[config.mk]
export PLATFORM = sky130hd
export DESIGN_NAME = rr_mux_arb
export DESIGN_NICKNAME = d
export VERILOG_FILES = /design/src/rtl/rr_mux_arb.sv
export SDC_FILE = /design/constraint.sdc
export NUM_CORES = 1
export LEC_CHECK = 0
export BUFFER_PORTS_ARGS = -buffer_cell sky130_fd_sc_hd__buf_2
export CAP_MARGIN = 20
export CELL_PAD_IN_SITES_DETAIL_PLACEMENT = 0
export CELL_PAD_IN_SITES_GLOBAL_PLACEMENT = 1
export CORE_AREA = 2 2 61 63
export DETAILED_ROUTE_END_ITERATION = 8
export DIE_AREA = 0 0 63 65
export PLACE_DENSITY_LB_ADDON = 0.1
export SKIP_CTS_REPAIR_TIMING = 1
export SYNTH_ARGS = -nofsm -noshare
export SYNTH_HDL_FRONTEND = slang
export SYNTH_SLANG_ARGS = --single-unit
[constraint.sdc]
create_clock -name clk -period 2.7 [get_ports clk]
set_input_delay 0.135 -clock clk [delete_from_list [all_inputs] [get_ports clk]]
set_output_delay 0.135 -clock clk [all_outputs]
set_load 0.01 [all_outputs]
[src/rtl/rr_mux_arb.sv]
// -----------------------------------------------------------------------------
// rr_mux_arb
//   Parametrised N:1 registered multiplexer with a valid/ready handshake on
//   every input channel and on the single output. Each cycle in which the
//   output register can accept a word, one requesting channel is granted.
//   The grant is round-robin (MODE=0) or fixed priority with the lowest index
//   winning (MODE=1). The granted word is captured into the output register,
//   so there is one cycle of latency and one word per cycle of throughput.
//
// Parameters
//   N     number of input channels (>= 2)
//   W     data width per channel
//   MODE  0 = round-robin, 1 = fixed priority (lowest index wins)
//   SELW  width of out_sel, derived from N (do not override)
//
// Ports
//   clk        in   1     clock, all state on the rising edge
//   rst        in   1     asynchronous, active-high reset
//   in_valid   in   N     channel i presents data on in_data[i*W +: W]
//   in_ready   out  N     channel i is accepted this cycle (one-hot or zero)
//   in_data    in   N*W   packed channel data, channel 0 in the LSBs
//   out_valid  out  1     out_data/out_sel hold a valid word
//   out_ready  in   1     consumer takes the word this cycle
//   out_data   out  W     registered data of the granted channel
//   out_sel    out  SELW  index of the channel that produced out_data
// -----------------------------------------------------------------------------
module rr_mux_arb #(
  parameter int N    = 4,
  parameter int W    = 8,
  parameter int MODE = 0,
  parameter int SELW = $clog2(N)
) (
  input  logic              clk,
  input  logic              rst,
  input  logic [N-1:0]      in_valid,
  output logic [N-1:0]      in_ready,
  input  logic [N*W-1:0]    in_data,
  output logic              out_valid,
  input  logic              out_ready,
  output logic [W-1:0]      out_data,
  output logic [SELW-1:0]   out_sel
);

  // Channel count and last index at the widths used by the scan arithmetic.
  localparam logic [SELW:0]   N_WIDE   = (SELW+1)'(N);
  localparam logic [SELW-1:0] LAST_IDX = SELW'(N-1);

  logic            out_valid_q, out_valid_d;
  logic [W-1:0]    out_data_q,  out_data_d;
  logic [SELW-1:0] out_sel_q,   out_sel_d;
  logic [SELW-1:0] ptr_q,       ptr_d;

  logic            ld_s;
  logic [SELW-1:0] scan_base_s;
  logic            gnt_found_s;
  logic [SELW-1:0] gnt_idx_s;
  logic [W-1:0]    gnt_data_s;

  // The output register can take a new word when empty or being drained now.
  assign ld_s = ~out_valid_q | out_ready;

  // Round-robin scans from the pointer; fixed priority always scans from 0.
  always_comb begin
    if (MODE == 1) begin
      scan_base_s = '0;
    end else begin
      scan_base_s = ptr_q;
    end
  end

  // Find the first valid channel starting at scan_base_s, wrapping past N-1.
  // The sum is one bit wider so base+k never overflows before the wrap.
  always_comb begin
    logic [SELW:0] cand;
    gnt_found_s = 1'b0;
    gnt_idx_s   = '0;
    cand        = '0;
    for (int k = 0; k < N; k++) begin
      cand = {1'b0, scan_base_s} + (SELW+1)'(k);
      if (cand >= N_WIDE) begin
        cand = cand - N_WIDE;
      end else begin
        cand = cand;
      end
      if (!gnt_found_s && in_valid[cand[SELW-1:0]]) begin
        gnt_found_s = 1'b1;
        gnt_idx_s   = cand[SELW-1:0];
      end else begin
        gnt_found_s = gnt_found_s;
      end
    end
  end

  // Select the data word of the granted channel.
  always_comb begin
    gnt_data_s = '0;
    for (int i = 0; i < N; i++) begin
      if (gnt_idx_s == SELW'(i)) begin
        gnt_data_s = in_data[i*W +: W];
      end else begin
        gnt_data_s = gnt_data_s;
      end
    end
  end

  // One-hot ready to the granted channel; forced low while reset is asserted.
  always_comb begin
    in_ready = '0;
    if (!rst && ld_s && gnt_found_s) begin
      in_ready[gnt_idx_s] = 1'b1;
    end else begin
      in_ready = '0;
    end
  end

  // Next state of the output register and the round-robin pointer.
  always_comb begin
    out_valid_d = out_valid_q;
    out_data_d  = out_data_q;
    out_sel_d   = out_sel_q;
    ptr_d       = ptr_q;
    if (ld_s && gnt_found_s) begin
      out_valid_d = 1'b1;
      out_data_d  = gnt_data_s;
      out_sel_d   = gnt_idx_s;
      if (MODE == 0) begin
        // Pointer moves just past the winner so it becomes lowest priority.
        if (gnt_idx_s == LAST_IDX) begin
          ptr_d = '0;
        end else begin
          ptr_d = gnt_idx_s + SELW'(1);
        end
      end else begin
        ptr_d = ptr_q;
      end
    end else if (ld_s) begin
      // Drained (or already empty) with nothing to load: data/sel keep last value.
      out_valid_d = 1'b0;
    end else begin
      // Backpressure: everything holds.
      out_valid_d = out_valid_q;
    end
  end

  // State registers with asynchronous reset.
  always_ff @(posedge clk or posedge rst) begin
    if (rst) begin
      out_valid_q <= 1'b0;
      out_data_q  <= '0;
      out_sel_q   <= '0;
      ptr_q       <= '0;
    end else begin
      out_valid_q <= out_valid_d;
      out_data_q  <= out_data_d;
      out_sel_q   <= out_sel_d;
      ptr_q       <= ptr_d;
    end
  end

  assign out_valid = out_valid_q;
  assign out_data  = out_data_q;
  assign out_sel   = out_sel_q;

endmodule

Word level (Yosys, flattened, before mapping)
Cells that the tools add are included.
- output and inout bits: 15
- input port bits: 39
- flip-flop bits (word level): 13
- word-level logic and storage cells: 70
- add/subtract/negate cells: 8
- eq/ne operators: 3
- reduce and logical (&&, ||, !) cells: 13
- bitwise gates (word level): 2
- mux-type cells: 30
- order comparisons: 10
- operator list (operator ; number):
    8-bit two-way mux ; 4
    2-bit two-way mux ; 9
    2-bit by 3-bit less-than comparator with 1-bit output, second input constant ; 5
    1-bit two-way mux ; 11
    3-bit greater-or-equal comparator, second input constant ; 3
    1-bit binary-select mux with 2-bit select ; 4
    2-bit by 1-bit subtractor with 2-bit output, second input constant ; 4
    1-bit logical AND ; 7
    2-bit by 2-bit adder with 3-bit output, second input constant ; 2
    2-bit equality test, second input constant ; 2
    1-bit logical NOT ; 4
    4-bit two-way mux ; 1
    2-bit by 1-bit adder with 3-bit output, second input constant ; 1
    2-bit by 3-bit greater-or-equal comparator with 1-bit output, second input constant ; 1
    2-bit by 1-bit adder with 2-bit output, second input constant ; 1
    1-bit demux with 2-bit select ; 1
    2-bit by 1-bit equality test with 1-bit output, second input constant ; 1
    2-bit by 1-bit greater-or-equal comparator with 1-bit output, second input constant ; 1
    2-bit logical NOT ; 1
    2-bit nonzero test ; 1
    1-bit NOT ; 1
    1-bit bitwise OR ; 1

Longest topological paths before layout
- word-level depth: 19
- depth in mapped cells: 9
- gate-level depth less buffers: 7

Worst setup path after synthesis
OpenSTA, ideal clock, no wires.
- path kind: flip-flop to flip-flop
- start: reg ptr_q[1]
- end: reg out_data_q[4] (netlist: out_data[4])
- setup slack: 621 ps
- data arrival time: 1997 ps
- stages on the path, launching flop included: 9
- clock period less this slack: 2079 ps
- required time: 2618 ps
- buffers on the path: 2
- cell sequence: dfrtp_1 > mux2i_1 > nor2_1 > or3_1 > ha_1 > buf_2 > buf_2 > a221o_1 > a31oi_1
- cells in the longest elaborated chain, start to end: 19
- elaborated cells on any way between the ends: 46
- classes of those cells: add/sub (7); order compare (4); eq/ne (3); mux (24); reduce/logical (8)
- ends and longest elaborated chain (what ; line ; RTL):
    start, declared ; 51 ; logic [SELW-1:0] ptr_q, ptr_d;
    start signal, assigned ; 156 ; ptr_q <= ptr_d;
    parallel branches: the longest is 19 deep, another holds 2-bit by 1-bit adder with 3-bit output ; n/a ;
    end signal, assigned ; 154 ; out_data_q <= out_data_d;
    end, declared ; 49 ; logic [W-1:0] out_data_q, out_data_d;
Parallel ways; which one is timed is not known. The select of a mux whose other input is x is not followed.
A chain may end at the register's enable or synchronous reset.

Final worst setup path
- start: reg ptr_q[1]
- end: out in_ready[1]
- cells in the longest elaborated chain, start to end: 19
- elaborated cells on any way between the ends: 44
- classes of those cells: add/sub (7); order compare (6); mux (23); reduce/logical (8)
- ends and longest elaborated chain (what ; line ; RTL):
    parallel branches: the longest is 18 deep, another holds 2-bit by 1-bit adder with 3-bit output ; n/a ;
    4-bit two-way mux (*) ; 109 ; if (!rst && ld_s && gnt_found_s) begin
    end, declared ; 36 ; output logic [N-1:0] in_ready,
Every way passes the cells marked *. The select of a mux whose other input is x is not followed.

==> metrics.txt <==
routed via count 1068; aggregate global-route resource usage 14.8%; Leak 0.000652 uW; Min-Delay Path Depth 3; Total Nets Final 213; Min Clock Period, post-route 2350 ps; Syn. warnings 0; vias in the first global route 1021; fin area 0.00135 sq mm; Std-Cell Rows 22; Distinct cells, synth 32; syn_area_per_cell 8.62 sq um; worst min path class in -> reg; Setup Viol. Count Final 0; Largest stage delay, worst path 460 ps; worst relative slew slack 44.2%; DRC 0; kind of critical path reg -> out; critical path cell sequence nand2_1 > a311oi_1 > or2_2 > ha_1 > and3_1 > buf_2; Sum Neg Setup Slack 0 ps; chip height 65 microns; via density per instance 4.92; CTS sink count 13; RSZ-0062 raised after global routing false; Overall Power 978 uW; drt total wl 2960 microns; status finished, final reports clean; CTS H-tree lvls 1; Peak VDD IR 0.198 mV; Post-Place Setup Slack 394 ps; initial antenna violation count 0; RD Place Congestion 0.847; ANT nets after route 0; port bufs 53; pin count of the biggest net entering global routing 18; syn_nets 161; Post-Syn Instances 118; grt ovf 0; layout cells sized above 1 43.2%; DRT iter0 DRCs 49; clock slew at reported path FFs 90 ps; Pwr per Cell Area 727 mW/mm^2; r2r setup slk 370 ps; CP Max Fanout 17; Max Root-Sink Buffers 2; post-synthesis sequential area ratio 32.0%; Initial Util 29.1%; Worst path slowest cell ha_1; core footprint 0.00350 sq mm; CP bufs+invs 1; most frequent cells in the layout buf_2 (53), dfrtp_1 (13), inv_1 (10), a21oi_1 (10), nand2_1 (10); FF-to-FF path depth 7; wire per inst 13.6 microns; CP Capture Type output pin; I/O Pins 54; max_cap viols 0; placed instance area 0.00131 sq mm; WP data required 2570 ps; Layout area overhead 32.3%; FF+latch count, synth 13; Root Driver clkbuf_4; TritonCTS Buffers 3; CP Data Arrival Time 2210 ps; final setup margin 350 ps; Clock Skew 4.99 ps; worst-margin pin slew 834 ps; pins over their slew limit 0; critical path depth 6; die width 63 microns; highest clock rate 0.426 GHz; diode count 0; Post-Syn Area 0.00102 sq mm; Most used DFF post-synth dfrtp_1; critical path launch point type flop; dpl hpwl 2300 microns; drt pass-1 iters 4; commonest non-fill, non-tap cell in the layout buf_2; fin crit share 87.0%; EDFF count, synth 0; Fin. Hold Viols 0; CTS tree done; Crit path max-delay family simple AND/OR/NAND/NOR gates; worst skew pair latency 270 ps; Die Area 0.00410 sq mm; first-pass GRT wire length 4840 microns; ys async rst share 100%
==> cells in the mapped netlist, types with 2 or more instances <==
library cell / number / area, sq um
a21oi_1: 10 / 50.1
a21oi_2: 9 / 78.8
a221o_1: 8 / 80.1
a31oi_1: 9 / 56.3
and3_1: 4 / 25.0
buf_2: 5 / 25.0
clkbuf_1: 2 / 7.51
dfrtp_1: 13 / 325
ha_1: 4 / 50.1
inv_1: 10 / 37.5
nand2_1: 10 / 37.5
nand2b_1: 2 / 12.5
nand3b_1: 8 / 60.1
nor2_1: 3 / 11.3
nor2b_1: 2 / 12.5
nor3_1: 2 / 10.0
or2_2: 2 / 12.5
==> layout make-up <==
cell class / instances / area (sq um)
flip-flops and latches: 13 / 325
well taps: 48 / 60.1
fillers: 399 / 2150
clock buffers: 4 / 26.3
inverters: 10 / 37.5
repair buffers: 56 / 290
multi-input cells: 86 / 607
==> worst register-to-register path, cell delays in order (launching register included) <==
cell and delay [ps]:
dfrtp_1 440, nand2_1 70, a311oi_1 410, or2_2 210, ha_1 460, a21oi_1 130
a221o_1 380, a31oi_1 160
==> per-stage QoR <==
step           std cells  hold slack (ps)  util (%)
2_1_floorplan        118             32.9         -
3_3_place_gp         212             90.9      37.5
3_5_place_dp         212             95.0      37.5
4_1_cts              216             -202      38.2
5_1_grt              217              118      38.5
6_report             217              113      38.5
==> power breakdown <==
| group | total [uW] | internal, uW | switching, uW |
|---|---|---|---|
| Clock | 123 | 57.1 | 65.8 |
| Combinational | 535 | 250 | 285 |
| Sequential | 320 | 264 | 56.3 |
| Total | 978 | 571 | 407 |
==> cells by family (layout without fill, tap and decap cells) <==
family                   count (synthesis)  after routing  synth area share [%]
flip-flops                              13             13                  32.0
adder cells (fa/ha/maj)                  4              4                  4.92
AO/OA/AOI/OAI                           41             41                  30.0
multiplexers                             2              2                  2.09
buffers and inverters                   19             70                  8.36
AND/OR/NAND/NOR                         39             39                  22.6
==> metal layers <==
metal / vias up / part of all wire [%] / track usage [%] / routed length (microns)
met5: - / 0 / 0 / 0
li1: 536 / - / - / -
met1: 494 / 50 / 21.2 / 1470
met2: 36 / 44 / 23.3 / 1300
met3: 2 / 5.4 / 1.39 / 161
met4: 0 / 0.95 / 5.00 / 28
==> sequential cells by signal (all words and copies together), names as in the netlist <==
register   count
out_data       8
ptr_q          2
out_valid      1
out_sel        2
==> worst paths after layout <==
check                            startpoint           to
worst max-delay path               ptr_q[1]  in_ready[1]
worst max register to register     ptr_q[1]  out_data[0]
worst min-delay path            in_data[25]  out_data[1]
max in group asynchronous               rst     ptr_q[1]
min in group asynchronous               rst  out_data[4]
worst min register to register   out_sel[0]   out_sel[0]
Power figures use the tool's default switching activity.
